**src/rtl/td4_pkg.sv**
```systemverilog
// Shared types and defaults for the TD4 writable program store.
package td4_pkg;

    localparam int ADDR_WIDTH = 4;
    localparam int DATA_WIDTH = 8;
    localparam logic [DATA_WIDTH-1:0] MEM_RESET_WORD = 8'h00;

    typedef enum logic [1:0] {
        RUN     = 2'd0,
        LOAD    = 2'd1,
        RELEASE = 2'd2
    } state_e;

endpackage

```
**src/rtl/program_ram.sv**
```systemverilog
// Register-array program store: asynchronous read, synchronous write, async clear to zero.
module program_ram
    import td4_pkg::*;
#(
    parameter int ADDR_WIDTH = td4_pkg::ADDR_WIDTH,
    parameter int DATA_WIDTH = td4_pkg::DATA_WIDTH
) (
    input  logic                  clk_i,
    input  logic                  rst_n_i,
    input  logic                  we_i,
    input  logic [ADDR_WIDTH-1:0] waddr_i,
    input  logic [DATA_WIDTH-1:0] wdata_i,
    input  logic [ADDR_WIDTH-1:0] raddr_i,
    output logic [DATA_WIDTH-1:0] rdata_o
);

    localparam int DEPTH = 2 ** ADDR_WIDTH;

    logic [DATA_WIDTH-1:0] mem_q [DEPTH];

    always_ff @(posedge clk_i or negedge rst_n_i) begin
        if (!rst_n_i) begin
            for (int i = 0; i < DEPTH; i++) begin
                mem_q[i] <= DATA_WIDTH'(MEM_RESET_WORD);
            end
        end else if (we_i) begin
            mem_q[waddr_i] <= wdata_i;
        end
    end

    assign rdata_o = mem_q[raddr_i];

endmodule

```
**src/rtl/program_loader.sv**
```systemverilog
// Writable TD4 program store with a byte-stream load port that holds the CPU in clear while loading.
//
// state   | meaning
// RUN     | CPU executing from the store; CPU clear released
// LOAD    | accepting bytes into consecutive addresses; CPU held in clear
// RELEASE | one-cycle DONE pulse, CPU still in clear; always returns to RUN
module program_loader
    import td4_pkg::*;
#(
    parameter int ADDR_WIDTH = td4_pkg::ADDR_WIDTH,
    parameter int DATA_WIDTH = td4_pkg::DATA_WIDTH
) (
    input  logic                  clk_i,
    input  logic                  rst_n_i,
    input  logic [ADDR_WIDTH-1:0] a_i,
    output logic [DATA_WIDTH-1:0] d_o,
    input  logic                  load_start_i,
    input  logic [DATA_WIDTH-1:0] load_data_i,
    input  logic                  load_valid_i,
    output logic                  load_ready_o,
    output logic [ADDR_WIDTH-1:0] load_ptr_o,
    output logic                  cpu_clr_o,
    output logic                  loading_o,
    output logic                  done_o
);

    state_e                state_q;
    logic [ADDR_WIDTH-1:0] ptr_q;
    logic                  ready_q;
    logic                  loading_q;
    logic                  done_q;
    logic                  cpu_clr_q;
    logic                  we;
    logic                  last_beat;

    // A restart request in LOAD takes precedence over a byte offered in the same cycle.
    assign we        = (state_q == LOAD) && load_valid_i && !load_start_i;
    assign last_beat = (ptr_q == {ADDR_WIDTH{1'b1}});

    always_ff @(posedge clk_i or negedge rst_n_i) begin
        if (!rst_n_i) begin
            state_q   <= RUN;
            ptr_q     <= '0;
            ready_q   <= 1'b0;
            loading_q <= 1'b0;
            done_q    <= 1'b0;
            cpu_clr_q <= 1'b0;
        end else begin
            case (state_q)
                RUN: begin
                    if (load_start_i) begin
                        state_q   <= LOAD;
                        ptr_q     <= '0;
                        ready_q   <= 1'b1;
                        loading_q <= 1'b1;
                        cpu_clr_q <= 1'b0;
                    end else begin
                        cpu_clr_q <= 1'b1;
                    end
                end
                LOAD: begin
                    if (load_start_i) begin
                        ptr_q <= '0;
                    end else if (load_valid_i) begin
                        ptr_q <= ptr_q + 1'b1;
                        if (last_beat) begin
                            state_q   <= RELEASE;
                            ready_q   <= 1'b0;
                            loading_q <= 1'b0;
                            done_q    <= 1'b1;
                        end
                    end
                end
                RELEASE: begin
                    state_q   <= RUN;
                    done_q    <= 1'b0;
                    cpu_clr_q <= 1'b1;
                end
                default: begin
                    state_q   <= RUN;
                    ptr_q     <= '0;
                    ready_q   <= 1'b0;
                    loading_q <= 1'b0;
                    done_q    <= 1'b0;
                    cpu_clr_q <= 1'b0;
                end
            endcase
        end
    end

    program_ram #(
        .ADDR_WIDTH (ADDR_WIDTH),
        .DATA_WIDTH (DATA_WIDTH)
    ) u_ram (
        .clk_i   (clk_i),
        .rst_n_i (rst_n_i),
        .we_i    (we),
        .waddr_i (ptr_q),
        .wdata_i (load_data_i),
        .raddr_i (a_i),
        .rdata_o (d_o)
    );

    assign load_ready_o = ready_q;
    assign load_ptr_o   = ptr_q;
    assign cpu_clr_o    = cpu_clr_q;
    assign loading_o    = loading_q;
    assign done_o       = done_q;

endmodule

```
**config.mk**
```make
export PLATFORM = sky130hd
export DESIGN_NAME = program_loader
export DESIGN_NICKNAME = d
export VERILOG_FILES = /design/src/rtl/td4_pkg.sv /design/src/rtl/program_ram.sv /design/src/rtl/program_loader.sv
export SDC_FILE = /design/constraint.sdc
export NUM_CORES = 1
export LEC_CHECK = 0
export ABC_AREA = 1
export CAP_MARGIN = 30
export CORE_AREA = 2 2 110 112
export CTS_CLUSTER_SIZE = 24
export DETAILED_ROUTE_END_ITERATION = 12
export DIE_AREA = 0 0 112 114
export GPL_TIMING_DRIVEN = 0
export PLACE_DENSITY = 0.87
export SETUP_SLACK_MARGIN = 0.02
export SYNTH_ARGS = -nofsm -noshare
export SYNTH_HDL_FRONTEND = slang
export SYNTH_HIERARCHICAL = 1
export SYNTH_SLANG_ARGS = --single-unit
```
**constraint.sdc**
```tcl
create_clock -name clk_i -period 1.8 [get_ports clk_i]
set_input_delay 0.18 -clock clk_i [delete_from_list [all_inputs] [get_ports clk_i]]
set_output_delay 0.18 -clock clk_i [all_outputs]
set_load 0.01 [all_outputs]
```
==> impl_summary.log, run 1 <==
INFO  metric status = finished with violations
INFO  metric failed_checks = negative setup slack
INFO  metric fin_nets = 992
INFO  metric synth_cell_types = 23
INFO  metric comb_power_share = 13.5%
INFO  metric post_drt_wl_per_cell = 20.95 um
INFO  metric initial_utilization = 57.67%
INFO  metric r2r-start = load_ptr_o[2]$_DFFE_PN0P_
INFO  metric synth_cells = 912
INFO  metric fp.dieArea = 12770 um^2
INFO  metric netlist_area_before_placement = 6754 um^2
INFO  metric dr.max_layer_used = met4
INFO  metric groute.usage.overall = 33.63%
INFO  metric tritoncts.num_buffers = 17
INFO  metric timing.final.ws_setup = -0.1911 ns
INFO  metric worst_hold_path_type = primary input to async pin
INFO  metric cts-root-buf = sky130_fd_sc_hd__clkbuf_16
INFO  metric finalHoldViolCount = 0
INFO  metric fin_crit_sh = 110.6%
INFO  metric post_cts_clock_slew_at_the_launch_and_capture_registers_of_the_worst_setup_and_hold_paths = 0.06 ns
INFO  metric wl_met1 = 7.768 mm
INFO  metric gpl.final_weighted_congestion = 0.9627
INFO  metric worst_hold_check_slack = 0.2326 ns
INFO  metric ir_worst_vdd = 0.8168 mV
INFO  metric fmax = 502.2 MHz
INFO  metric share_seq_of_total_power = 40.6%
INFO  metric power_frac_clock = 45.9%
INFO  metric power.switching_fraction = 27.85%
INFO  metric detail-route-antenna-nets = 0
INFO  metric r2r_setup_slack = -0.19 ns
INFO  metric power-per-cell-area = 999.4 nW/um^2
INFO  metric layout-drive-gt1-share = 21.66%
INFO  metric p_int = 0.006182 W
INFO  metric stdcell_area = 8573 um^2
INFO  metric setup_total_negative_slack = -1.033 ns
INFO  metric grt_start_max_net_pins = 98
INFO  metric cpMaxStageDelayCell = sky130_fd_sc_hd__dfrtp_2
INFO  metric worst_path_largest_cell_delay = 0.52 ns
INFO  metric worstMarginPinSlew = 0.7047 ns
INFO  metric vias = 7196
INFO  metric critPathBufInv = 1
INFO  metric avgViaCountPerCell = 6.340
INFO  metric critical_path_peak_fanout = 12
INFO  metric syn-num-nets = 929
INFO  metric avgSynthCellArea = 7.406 um^2
INFO  metric die-height = 114 um
INFO  metric firstDrtPassIters = 10
INFO  metric power_consumption = 0.008568 W
INFO  metric core_area = 11710 um^2
INFO  metric first_global_vias = 6351
INFO  metric finalCriticalPeriod = 1.991 ns
INFO  metric fill_count = 742
INFO  metric port_buffers = 19
INFO  metric yosys_register_bits = 137
INFO  metric met2RoutedLength = 10.15 mm
INFO  metric diode_insertion_count_for_antenna_repair = 0
INFO  metric i_o_pin_cnt = 32
INFO  metric worst_skew_pair_later_pin_latency = 0.44 ns
INFO  metric timing.final.max_slew_violations = 0
INFO  metric slew-limit-headroom = 53.02%
INFO  metric dpl_cell_area = 7157 um^2
INFO  metric yosysSeqAreaShare = 50.76%
INFO  metric worstPathCellList = nor2_1 > nand3_2 > buf_6 > o21ai_0
INFO  metric remaining_drc_errors = 0
INFO  metric worstRegToRegCells = 4
INFO  metric synthesis.yosys.warnings = 6
INFO  metric clock_tree_from_tritoncts = done
INFO  metric wire_length_of_the_first_global_routing_pass = 33.06 mm
INFO  metric worst_r2r_endpoint = u_ram/mem_q[101]$_DFFE_PN0P_
INFO  metric dr_wl_met3 = 3.484 mm
INFO  metric critical_path.startpoint_type = flop
INFO  metric clock_path_buffers = 2
INFO  metric setup.worst_path.end_class = flop
INFO  metric worst-endpoint-required = 2.10 ns
INFO  metric timing.clock.skew = 0.01279 ns
INFO  metric core.rowCount = 40
INFO  metric antenna_violations_before_repair = 0
INFO  metric critPathArrivalTime = 2.29 ns
INFO  metric preCtsSetupSlack = -0.5155 ns
INFO  metric drv.max_cap_violation_count = 0
INFO  metric gr-total-overflow = 0
INFO  metric p_leak = 4.151 nW
INFO  metric htreeDepth = 4
INFO  metric cts.sink_count = 137
INFO  metric routed_wirelength = 23.78 mm
INFO  metric grt_setup_unrepaired = true
INFO  metric crit_type = flop to flop
INFO  metric power.net_switching = 0.002386 W
INFO  metric detailed_place_hpwl = 12.89 mm
INFO  metric layout-area-overhead-vs-synth = 26.94%
INFO  metric first_iter_violations = 1327
INFO  metric cpLargestDelayFamily = simple AND/OR/NAND/NOR gates
INFO  metric setup_viol = 25
INFO  metric die_width = 112 um
## power groups by stage
stage | registers, W | clock network, W | logic (W)
after global routing | 0.00349 | 0.00407 | 0.00124
after detailed placement | 0.00349 | 0 | 0.000882
after CTS | 0.00344 | 0.00387 | 0.000922
final | 0.00348 | 0.00393 | 0.00116
after floorplan | 0.00347 | 0 | 0.000554
after global placement | 0.00348 | 0 | 0.000852
## metrics by stage
stage	utilization (%)	cells
finish	73.21	1135
global route	73.21	1135
floorplan	-	912
CTS	68.78	1118
detailed placement	61.11	1079
global placement	60.87	1078
## timing repair
action / in CTS / in global routing
resized for setup: 78 / 182
hold endpoints to repair: 40 / 0
endpoints found under the setup margin: 126 / 134
pin swaps: 4 / 20
buffers inserted: 6 / 14
hold buffers: 1 / 0
cloned: 0 / 4
## metal layers
metal	vias to the layer above	track usage [%]
met2	719	53.82
met5	-	0
met1	3227	41.97
li1	2968	-
met3	282	9.299
met4	0	17.97
## registers in the layout, indices dropped and copies added (netlist names)
signal	cells
u_ram/mem_q	128
load_ptr_o	4
loading_o	1
done_o	1
cpu_clr_o	1
state_q	2
## worst register-to-register path: cells and delay by family (launching register included)
family,cells,cell delay (ns)
and+or+nand+nor,2,0.78
AOI/OAI and AO/OA,1,0.34
DFF,1,0.52
buffers and inverters,1,0.23
## how the worst max path moves through the flow
stage | start | to | slack (ns) | depth (start not counted)
6_report | load_ptr_o[2]$_DFFE_PN0P_ | u_ram/mem_q[101]$_DFFE_PN0P_ | -0.19 | 4
5_1_grt | load_ptr_o[2]$_DFFE_PN0P_ | u_ram/mem_q[101]$_DFFE_PN0P_ | -0.18 | 4
3_5_place_dp | load_valid_i | u_ram/mem_q[0]$_DFFE_PN0P_ | -0.52 | 7
3_3_place_gp | rst_n_i | u_ram/mem_q[120]$_DFFE_PN0P_ | -4.80 | 1
2_1_floorplan | state_q[1]$_DFFE_PN0P_ | u_ram/mem_q[93]$_DFFE_PN0P_ | 0.19 | 8
4_1_cts | state_q[1]$_DFFE_PN0P_ | u_ram/mem_q[76]$_DFFE_PN0P_ | -0.006 | 7
## cell usage after synthesis
cell type / n / area share, %
sky130_fd_sc_hd__o21ai_0: 129 / 9.6
sky130_fd_sc_hd__nor2_2: 5 / 0.46
sky130_fd_sc_hd__buf_2: 14 / 1.0
sky130_fd_sc_hd__o21ai_1: 1 / 0.074
sky130_fd_sc_hd__nor2_1: 8 / 0.44
sky130_fd_sc_hd__nor3_1: 1 / 0.074
sky130_fd_sc_hd__nor2_4: 1 / 0.17
sky130_fd_sc_hd__ha_1: 1 / 0.19
sky130_fd_sc_hd__inv_2: 3 / 0.17
sky130_fd_sc_hd__buf_1: 9 / 0.50
sky130_fd_sc_hd__nand2_4: 1 / 0.17
sky130_fd_sc_hd__inv_1: 144 / 8.0
sky130_fd_sc_hd__nand4_1: 2 / 0.19
sky130_fd_sc_hd__or2_2: 2 / 0.19
sky130_fd_sc_hd__clkinv_1: 1 / 0.056
sky130_fd_sc_hd__o21ai_2: 1 / 0.13
sky130_fd_sc_hd__nand3_1: 125 / 9.3
sky130_fd_sc_hd__nor3_2: 3 / 0.44
sky130_fd_sc_hd__dfrtp_1: 137 / 51
sky130_fd_sc_hd__clkbuf_1: 27 / 1.5
sky130_fd_sc_hd__nand2_2: 2 / 0.19
sky130_fd_sc_hd__buf_4: 1 / 0.11
sky130_fd_sc_hd__nand2_1: 294 / 16
## cell usage in the layout, fill, tap and decap left out, types with 2 or more instances in the layout
cell type	n
sky130_fd_sc_hd__buf_2	6
sky130_fd_sc_hd__clkinv_2	3
sky130_fd_sc_hd__nand4_1	2
sky130_fd_sc_hd__nor2_4	7
sky130_fd_sc_hd__o21ai_2	10
sky130_fd_sc_hd__nand3_1	81
sky130_fd_sc_hd__nor2_2	2
sky130_fd_sc_hd__clkbuf_1	3
sky130_fd_sc_hd__clkdlybuf4s15_1	2
sky130_fd_sc_hd__nor2_1	5
sky130_fd_sc_hd__clkdlybuf4s50_1	10
sky130_fd_sc_hd__clkinv_4	2
sky130_fd_sc_hd__inv_2	12
sky130_fd_sc_hd__o21ai_0	98
sky130_fd_sc_hd__dfrtp_2	3
sky130_fd_sc_hd__or2_2	2
sky130_fd_sc_hd__nor3_4	3
sky130_fd_sc_hd__buf_6	22
sky130_fd_sc_hd__nand3_2	37
sky130_fd_sc_hd__nand3_4	7
sky130_fd_sc_hd__inv_1	134
sky130_fd_sc_hd__inv_6	3
sky130_fd_sc_hd__buf_1	7
sky130_fd_sc_hd__dfrtp_1	134
sky130_fd_sc_hd__nand2_1	272
sky130_fd_sc_hd__nand2_2	21
sky130_fd_sc_hd__nand2_4	4
sky130_fd_sc_hd__clkinvlp_4	3
sky130_fd_sc_hd__bufinv_16	5
sky130_fd_sc_hd__buf_4	23
sky130_fd_sc_hd__o21ai_1	23
sky130_fd_sc_hd__clkbuf_16	17
sky130_fd_sc_hd__clkbuf_2	19
## cell type report
type	count	area, um^2	area share (%)
flip-flops and latches	137	3432	40.03
multi-input cells	576	2990	34.88
inverters	148	560.5	6.538
clock buffers	18	439.2	5.123
repair buffers	45	412.9	4.816
plain buffers	50	335.3	3.911
clock inverters	14	219.0	2.554
well taps	147	183.9	2.145
## logic make-up (layout without fill, tap and decap cells)
logic type | after synthesis | in the layout | synth area share (%)
simple gates | 444 | 444 | 27.92
fa+ha+maj | 1 | 1 | 0.1852
flops | 137 | 137 | 50.76
compound gates | 131 | 131 | 9.763
buf+inv | 199 | 275 | 11.37
Power figures use the tool's default switching activity.
==> run 2, diff against run 1 <==
--- a/config.mk
+++ b/config.mk
@@ -13,6 +13,7 @@
 export DIE_AREA = 0 0 112 114
 export GPL_TIMING_DRIVEN = 0
 export PLACE_DENSITY = 0.87
+export REMOVE_ABC_BUFFERS = 1
 export SETUP_SLACK_MARGIN = 0.02
 export SYNTH_ARGS = -nofsm -noshare
 export SYNTH_HDL_FRONTEND = slang
==> run 2 against run 1 <==
The run still ends with negative setup slack left. Fmax grew 6.2%. Register-to-register slack gained 0.15 ns. Non-clock buffer count shrank 38. Critical path type is now flop to primary output. Critical endpoint is now d_o[5]. Largest power group unchanged.
==> impl_summary.log, run 2 (synthesis gave the netlist of run 1 again) <==
INFO  metric worst-endpoint-required = 1.62 ns
INFO  metric post_drt_wl_per_cell = 17.78 um
INFO  metric die-height = 114 um
INFO  metric grt_start_max_net_pins = 98
INFO  metric critPathArrivalTime = 1.69 ns
INFO  metric setup_viol = 6
INFO  metric port_buffers = 31
INFO  metric critical_path.startpoint_type = flop
INFO  metric first_iter_violations = 943
INFO  metric core.rowCount = 40
INFO  metric timing.final.max_slew_violations = 0
INFO  metric wire_length_of_the_first_global_routing_pass = 28.59 mm
INFO  metric registers.top_by_ff_count = u_ram/mem_q
INFO  metric critical_path_peak_fanout = 2
INFO  metric core_area = 11710 um^2
INFO  metric clock_tree_from_tritoncts = done
INFO  metric layout.cells.most_common_list = sky130_fd_sc_hd__nand2_1 (291), sky130_fd_sc_hd__inv_1 (141), sky130_fd_sc_hd__dfrtp_1 (134)
INFO  metric htreeDepth = 4
INFO  metric failed_checks = negative setup slack
INFO  metric detail-route-antenna-nets = 0
INFO  metric clock_path_buffers = 2
INFO  metric crit_type = flop to primary output
INFO  metric layout-drive-gt1-share = 12.32%
INFO  metric p_leak = 3.962 nW
INFO  metric fill_count = 779
INFO  metric die_width = 112 um
INFO  metric r2r-start = state_q[1]$_DFFE_PN0P_
INFO  metric fp.dieArea = 12770 um^2
INFO  metric power-per-cell-area = 984.1 nW/um^2
INFO  metric ir_worst_vdd = 0.7705 mV
INFO  metric post_cts_clock_slew_at_the_launch_and_capture_registers_of_the_worst_setup_and_hold_paths = 0.06 ns
INFO  metric finalCriticalPeriod = 1.875 ns
INFO  metric fin_nets = 954
INFO  metric fin_crit_sh = 104.2%
INFO  metric antenna_violations_before_repair = 0
INFO  metric most_common_cell_after_layout_fill_and_taps_aside = sky130_fd_sc_hd__nand2_1
INFO  metric status = finished with violations
INFO  metric finalHoldViolCount = 0
INFO  metric worst_skew_pair_later_pin_latency = 0.43 ns
INFO  metric power_consumption = 0.008154 W
INFO  metric initial_utilization = 57.67%
INFO  metric groute.usage.overall = 28.18%
INFO  metric remaining_drc_errors = 0
INFO  metric cts.sink_count = 137
INFO  metric firstDrtPassIters = 8
INFO  metric timing.clock.skew = 0.004943 ns
INFO  metric first_global_vias = 5892
INFO  metric fmax = 533.4 MHz
INFO  metric i_o_pin_cnt = 32
INFO  metric cts-root-buf = sky130_fd_sc_hd__clkbuf_16
INFO  metric avgViaCountPerCell = 5.836
INFO  metric detailed_place_hpwl = 9.848 mm
INFO  metric layout-area-overhead-vs-synth = 22.68%
INFO  metric drv.max_cap_violation_count = 0
INFO  metric slew-limit-headroom = 67.58%
INFO  metric diode_insertion_count_for_antenna_repair = 0
INFO  metric setup.worst_path.end_class = primary output
INFO  metric tritoncts.num_buffers = 17
INFO  metric gpl.final_weighted_congestion = 0.9053
INFO  metric routed_wirelength = 19.50 mm
INFO  metric largest_register_ffs = 128
INFO  metric worstSetupStartpoint = u_ram/mem_q[13]$_DFFE_PN0P_
INFO  metric gr-total-overflow = 0
INFO  metric timing.final.ws_setup = -0.07491 ns
INFO  metric vias = 6402
INFO  metric preCtsSetupSlack = -1.232 ns
INFO  metric worst_hold_path_type = primary input to async pin
INFO  metric worstMarginPinSlew = 0.4863 ns
## run 2: changes by cell type in the layout (fill, tap and decap cells not counted), moves of 8 or more
cell and change:
sky130_fd_sc_hd__nand2_2 -16, sky130_fd_sc_hd__o21ai_1 -21, sky130_fd_sc_hd__clkdlybuf4s50_1 +8, sky130_fd_sc_hd__nand3_2 -17
sky130_fd_sc_hd__o21ai_0 +30, sky130_fd_sc_hd__o21ai_2 -9, sky130_fd_sc_hd__buf_6 -20, sky130_fd_sc_hd__buf_12 +11
sky130_fd_sc_hd__inv_2 -8, sky130_fd_sc_hd__buf_4 -14, sky130_fd_sc_hd__clkbuf_2 -16, sky130_fd_sc_hd__nand3_1 +23
sky130_fd_sc_hd__nand2_1 +19
## run 2: what timing repair did
| item | CTS | global route |
|---|---|---|
| resized for setup | 56 | 30 |
| pin swaps | 7 | 13 |
| endpoints found under the setup margin | 137 | 84 |
| cloned | 0 | 2 |
| hold endpoints to repair | 40 | 0 |
| hold buffers | 1 | 0 |
| setup buffers | 11 | 8 |
## run 2: per-layer routing
layer  wire length [um]  global-route usage (%)
met5                  0                       0
met4                907                   13.90
met3               1845                   6.748
met2               9349                   46.34
met1               7401                   35.32
## run 2: power by group
group / internal (W) / switching [W] / total (W)
Combinational: 0.000337 / 0.000633 / 0.000970
Clock: 0.00238 / 0.00135 / 0.00373
Sequential: 0.00332 / 0.000140 / 0.00346
## run 2: final timing paths
path / slack, ns / cells past startpoint / to
min in group clk_i: 0.46 / 3 / load_ptr_o[0]$_DFFE_PN0P_
setup reg to reg: -0.04 / 9 / u_ram/mem_q[81]$_DFFE_PN0P_
setup / recovery: -0.07 / 7 / d_o[5]
hold reg to reg: 0.48 / 2 / u_ram/mem_q[120]$_DFFE_PN0P_
max in group asynchronous: 0.77 / 3 / u_ram/mem_q[66]$_DFFE_PN0P_
hold / removal: 0.24 / 2 / cpu_clr_o$_DFFE_PN0P_
## run 2: layout make-up
type | instances | area [um^2] | area share (%)
sequential | 137 | 3432 | 41.42
multi-input combinational | 576 | 2734 | 33.00
timing repair buffer | 57 | 716.9 | 8.653
inverter | 148 | 589.3 | 7.113
clock buffer | 20 | 456.7 | 5.512
tap | 147 | 183.9 | 2.220
clock inverter | 12 | 172.7 | 2.084
## run 2: through the flow
step / instances / hold WS (ns) / util [%] / TNS (ns) / cell area [um^2]
finish: 1097 / 0.2376 / 70.75 / -0.1564 / 8285
global route: 1097 / 0.2895 / 70.75 / -0.6450 / 8285
global placement: 1039 / 0.4576 / 60.07 / -757.82 / 7036
CTS: 1087 / 0.2474 / 68.53 / -0.004327 / 8025
floorplan: 861 / -0.1156 / - / -3.778 / 6541
detailed placement: 1043 / 0.1179 / 60.93 / -94.80 / 7136
## run 2: critical path: stages (launching register included)
cell                       delay (ns)
sky130_fd_sc_hd__dfrtp_1         0.37
sky130_fd_sc_hd__inv_1           0.12
sky130_fd_sc_hd__nand2_1         0.10
sky130_fd_sc_hd__nand3_1         0.11
sky130_fd_sc_hd__nand3_1         0.15
sky130_fd_sc_hd__nand3_1         0.18
sky130_fd_sc_hd__nand2_1         0.09
sky130_fd_sc_hd__clkbuf_2        0.14
